**config.mk**
```make
export PLATFORM = sky130hd
export DESIGN_NAME = decode_issue_stage
export DESIGN_NICKNAME = d
export VERILOG_FILES = /design/src/rtl/decode_issue_stage.sv
export SDC_FILE = /design/constraint.sdc
export NUM_CORES = 1
export LEC_CHECK = 0
export CORE_AREA = 2 2 483 485
export DETAILED_ROUTE_END_ITERATION = 10
export DIE_AREA = 0 0 485 487
export GPL_TIMING_DRIVEN = 0
export HOLD_SLACK_MARGIN = 0.12
export SYNTH_ARGS = -nofsm -noshare
export SYNTH_HDL_FRONTEND = slang
export SYNTH_SLANG_ARGS = --single-unit
```
**constraint.sdc**
```tcl
create_clock -name clk -period 4.7 [get_ports clk]
set_input_delay 0.705 -clock clk [delete_from_list [all_inputs] [get_ports clk]]
set_output_delay 0.705 -clock clk [all_outputs]
set_load 0.02 [all_outputs]
```
**src/rtl/decode_issue_stage.sv**
```systemverilog
// decode_issue_stage: registered RV32I decode/operand-fetch stage with writeback bypass and register scoreboard
module decode_issue_stage #(
  parameter int XLEN = 32,
  parameter int NUM_REGS = 32,
  parameter int BYPASS = 1,
  localparam int RW = $clog2(NUM_REGS)
) (
  input  logic                           clk,
  input  logic                           rst,
  input  logic                           in_valid,
  output logic                           in_ready,
  input  logic [31:0]                    instr,
  input  logic [NUM_REGS-1:0][XLEN-1:0]  regs,
  input  logic                           wb_valid,
  input  logic [RW-1:0]                  wb_rd,
  input  logic [XLEN-1:0]                wb_data,
  input  logic                           flush,
  output logic                           out_valid,
  input  logic                           out_ready,
  output logic [8:0]                     out_op,
  output logic [XLEN-1:0]                op1,
  output logic [XLEN-1:0]                op2,
  output logic [XLEN-1:0]                op3,
  output logic [RW-1:0]                  rd,
  output logic [NUM_REGS-1:0]            busy
);
  localparam logic [8:0] NO_OP = 9'h000;
  logic [6:0] opc;
  logic [8:0] dec_op;
  logic is_r, is_i, is_si, is_s, is_b, is_j, is_u, use1, use2, byp1, byp2, hz1, hz2, fire;
  logic [RW-1:0] rs1, rs2, dec_rd;
  logic [31:0] imm;
  logic [XLEN-1:0] src1, src2, dec_op1, dec_op2, dec_op3;
  logic out_valid_d, out_valid_q;
  logic [8:0] out_op_d, out_op_q;
  logic [XLEN-1:0] op1_d, op1_q, op2_d, op2_q, op3_d, op3_q;
  logic [RW-1:0] rd_d, rd_q;
  logic [NUM_REGS-1:0] busy_d, busy_q;
  always_comb begin
    opc = instr[6:0];
    // one-hot class: {AUIPC, LUI, JAL, BRANCH, STORE, JALR, LOAD, OP-IMM, OP}; unknown opcodes give NO_OP
    dec_op = {opc == 7'h17, opc == 7'h37, opc == 7'h6f, opc == 7'h63, opc == 7'h23,
              opc == 7'h67, opc == 7'h03, opc == 7'h13, opc == 7'h33};
    is_r = dec_op[0];
    is_i = |dec_op[3:1];
    is_si = dec_op[1] && instr[13:12] == 2'b01;
    is_s = dec_op[4];
    is_b = dec_op[5];
    is_j = dec_op[6];
    is_u = |dec_op[8:7];
    use1 = is_r || is_i || is_s || is_b;
    use2 = is_r || is_s || is_b;
    rs1 = instr[15 +: RW];
    rs2 = instr[20 +: RW];
    dec_rd = (is_r || is_i || is_j || is_u) ? instr[7 +: RW] : '0;
    imm = is_si ? {27'b0, instr[24:20]} :
          is_i  ? {{20{instr[31]}}, instr[31:20]} :
          is_s  ? {{20{instr[31]}}, instr[31:25], instr[11:7]} :
          is_b  ? {{19{instr[31]}}, instr[31], instr[7], instr[30:25], instr[11:8], 1'b0} :
          is_j  ? {{11{instr[31]}}, instr[31], instr[19:12], instr[20], instr[30:21], 1'b0} :
          is_u  ? {instr[31:12], 12'b0} : 32'b0;
    byp1 = BYPASS != 0 && wb_valid && wb_rd == rs1;
    byp2 = BYPASS != 0 && wb_valid && wb_rd == rs2;
    src1 = rs1 == '0 ? '0 : byp1 ? wb_data : regs[rs1];
    src2 = rs2 == '0 ? '0 : byp2 ? wb_data : regs[rs2];
    hz1 = use1 && rs1 != '0 && busy_q[rs1] && !byp1;
    hz2 = use2 && rs2 != '0 && busy_q[rs2] && !byp2;
    dec_op1 = use1 ? src1 : (is_j || is_u) ? XLEN'(imm) : '0;
    dec_op2 = use2 ? src2 : is_i ? XLEN'(imm) : '0;
    dec_op3 = (is_s || is_b) ? XLEN'(imm) : '0;
    in_ready = !(hz1 || hz2) && (!out_valid_q || out_ready) && !flush;
    fire = in_valid && in_ready;
    out_valid_d = !flush && (fire || (out_valid_q && !out_ready));
    out_op_d = fire ? dec_op : out_op_q;
    op1_d = fire ? dec_op1 : op1_q;
    op2_d = fire ? dec_op2 : op2_q;
    op3_d = fire ? dec_op3 : op3_q;
    rd_d = fire ? dec_rd : rd_q;
    // clears first so a same-edge set by a new producer wins
    busy_d = busy_q;
    if (flush && out_valid_q) busy_d[rd_q] = 1'b0;
    if (wb_valid) busy_d[wb_rd] = 1'b0;
    if (fire) busy_d[dec_rd] = 1'b1;
    busy_d[0] = 1'b0;
  end
  always_ff @(posedge clk or posedge rst)
    if (rst) begin
      out_valid_q <= 1'b0;
      out_op_q <= NO_OP;
      op1_q <= '0;
      op2_q <= '0;
      op3_q <= '0;
      rd_q <= '0;
      busy_q <= '0;
    end else begin
      out_valid_q <= out_valid_d;
      out_op_q <= out_op_d;
      op1_q <= op1_d;
      op2_q <= op2_d;
      op3_q <= op3_d;
      rd_q <= rd_d;
      busy_q <= busy_d;
    end
  assign out_valid = out_valid_q;
  assign out_op = out_op_q;
  assign op1 = op1_q;
  assign op2 = op2_q;
  assign op3 = op3_q;
  assign rd = rd_q;
  assign busy = busy_q;
endmodule

```
==> results_dict.tcl <==
set metrics [dict create \
    async_flop_share_pct 100.0 \
    viasPerCell 4.786 \
    grt_usage_pct 28.33 \
    fin_crit_sh_pct 102.4 \
    synth_edf_count 0 \
    initial_core_util_pct 10.27 \
    worst_pin_slew_ps 1537 \
    grt_max_degree 89 \
    ctsHtreeMaxLevel 4 \
    criticalPathCategory "in2reg" \
    fin_skew_ps 15.01 \
    numClockSinks 142 \
    finalWirelength_um 345400 \
    finalSetupViolCount 6 \
    cts_max_path_buffers 2 \
    cpMaxStageDelayCell "clkdlybuf4s18_2" \
    power_mw 6.809 \
    maxSlewViolCount 22 \
    drive_gt1_share_pct 30.35 \
    cts_root_buffer "clkbuf_16" \
    coreArea_sq_um 231400 \
    cp_common_cell "buf_2" \
    synth_seq_area_share_pct 14.96 \
    period_needed_ps 4814 \
    synth.avg_cell_area_sq_um 13.53 \
    core.rowCount 177 \
    die_y_um 487 \
    synth_flop_cell "dfrtp_1" \
    clkLatencyLatePin_ps 540 \
    cts_tree "yes" \
    ios 1243 \
    crit_required_ps 5130 \
    drc 0 \
    die_area_sq_um 236200 \
    cts-buffers-inserted 17 \
    nNetsFinal 4112 \
    crit_arrival_ps 5240 \
    drt_iter0_markers 3356 \
    synth-seq-cells 142 \
    portBuffers 1227 \
    vdd_drop_max_mv 0.2998 \
    synth_largest_area_cell "mux4_2" \
    cp-start-kind "primary input" \
    p_leak_nw 13.89 \
    setup_ws_ps -114.0 \
    postLayoutCellArea_sq_um 41310 \
    grt_overflow_total 0 \
    syn_area_sq_um 23760 \
    dpl.hpwl_um 302100 \
    finalHoldViolations 0 \
    fmax_mhz 207.7 \
    syn_to_final_growth_pct 73.88 \
    synthTopCellsByArea "mux4_2, dfrtp_1, mux2_2, mux2i_1, clkbuf_1" \
    drt-pass1-iter-count 6 \
    powerDensity_nw_per_um2 164.8 \
    dp_slack_ps -2093 \
    yosysUniqueCellTypes 59 \
    grt_pass1_wl_um 408900 \
    yosys_warnings 0 \
    violations "capacitance limit, slew limit, setup timing" \
    slowest_delay_ps 660 \
    wl_per_cell_um 55.73 \
    antenna_found_initial 367 \
    synth.top_cell.area_share_pct 56.30 \
    max_slew_margin_pct -2.481 \
    cp-end-kind "flip-flop" \
    final_common_cell "clkdlybuf4s50_1" \
    hold_class "reg2reg" \
    vias 29668 \
    critPathBufInv 6 \
    postRouteAntennaNets 0 \
    synthesis.nets 2855 \
    maxCapViolations 3 \
    fill_cells 25388 \
    grt_pass1_vias 28724 \
    path_clk_slew_ps 70 \
    syn_inst 1756 \
    die_x_um 485 \
    place_congestion 0.9880 \
    dpl-instance-area_sq_um 40180 \
    final_cell_mix "clkdlybuf4s50_1, mux4_2, dfrtp_1" \
    worst-path-max-fanout 10 \
    cpLargestDelayFamily "buffers and inverters" \
    postCtsHoldBufs 0 \
    status "complete, but fails checks" \
    path_cells "buf_2 -> buf_2 -> buf_2 -> buf_4 -> clkdlybuf4s18_2 -> nand2_1 -> clkbuf_1 -> o221ai_1 -> o21ai_0 -> mux2_2" \
]
[report_power, final]
group / internal [mW] / total [mW] / leakage (nW) / switching (mW)
combinational: 1.95 / 4.17 / 11.7 / 2.21
clock: 0.667 / 1.37 / 0.244 / 0.701
sequential: 1.25 / 1.27 / 1.97 / 0.0230
total: 3.87 / 6.81 / 13.9 / 2.94
[sequential cells by signal (all words and copies together) (netlist names)]
name       count
op1           32
op2           32
rd             5
out_valid      1
busy          31
op3           32
out_op         9
[per-stage QoR]
step                util [%]  std cells  hold WS, ps  setup TNS [ps]
floorplan                  -       1756        607.9               0
global placement       17.22       6026        479.5         -750940
detailed placement     17.36       6037        483.4         -144190
CTS                    17.70       6069        499.6          -243.4
global route           17.77       6120        511.1          -3.975
finish                 17.85       6199        498.7          -342.9
[kinds of logic (layout without fill, tap and decap cells)]
family	after synthesis	after routing	synth area share, %
flops	142	142	14.96
buf+inv	260	1529	4.813
xor+xnor	10	10	0.3686
mux	801	801	65.62
other cells	1	132	0.01578
compound gates	294	294	8.947
simple gates	248	248	5.276
[final cells by class]
cell class | count | area, sq um | area share (%)
antenna | 131 | 327.8 | 0.7935
buffer | 224 | 1232 | 2.983
clock buffer | 21 | 440.4 | 1.066
clock inverter | 10 | 68.82 | 0.1666
inverter | 34 | 138.9 | 0.3362
multi-input combinational | 1354 | 19210 | 46.49
sequential | 142 | 3553 | 8.601
tap | 3043 | 3807 | 9.216
timing repair buffer | 1240 | 12540 | 30.35
[cell usage after synthesis (all sizes together) (5+ instances only)]
cell	instances
mux4	594
dfrtp	142
buf	125
mux2	114
clkbuf	101
mux2i	93
nand2	86
a21oi	58
nor2b	47
a22oi	41
nor2	38
o31ai	38
o221ai	35
inv	34
a211oi	32
o21ai	21
nand3	15
nand2b	14
nand3b	13
o211ai	11
a222oi	10
o22ai	10
a221oi	9
a2111oi	6
xnor2	6
and2	5
nor3	5
or3	5
[worst paths after layout]
kind	start	to	slack (ps)	cells past startpoint
min in group asynchronous	rst	op3[22]	600	2
min reg2reg	op2[7]	op2[7]	500	1
max reg2reg	busy[15]	busy[12]	1030	8
max in group asynchronous	rst	op2[6]	3060	3
max	instr[17]	op1[21]	-110	10
min	op2[7]	op2[7]	500	1
[layer usage]
layer | wire (um) | part of all wire, % | GRT usage, % | vias to the layer above
met3 | 40010 | 12 | 12.59 | 784
met4 | 18830 | 5.5 | 13.17 | 196
li1 | - | - | - | 10412
met5 | 1286 | 0.37 | 0 | -
met2 | 152500 | 44 | 44.18 | 2756
met1 | 132800 | 38 | 33.18 | 15520
[repair_timing]
item,in CTS,in global routing
pin swaps,0,0
endpoints found under the setup margin,140,12
setup buffers,2,0
gates resized for setup,87,12
Power figures use the tool's default switching activity.
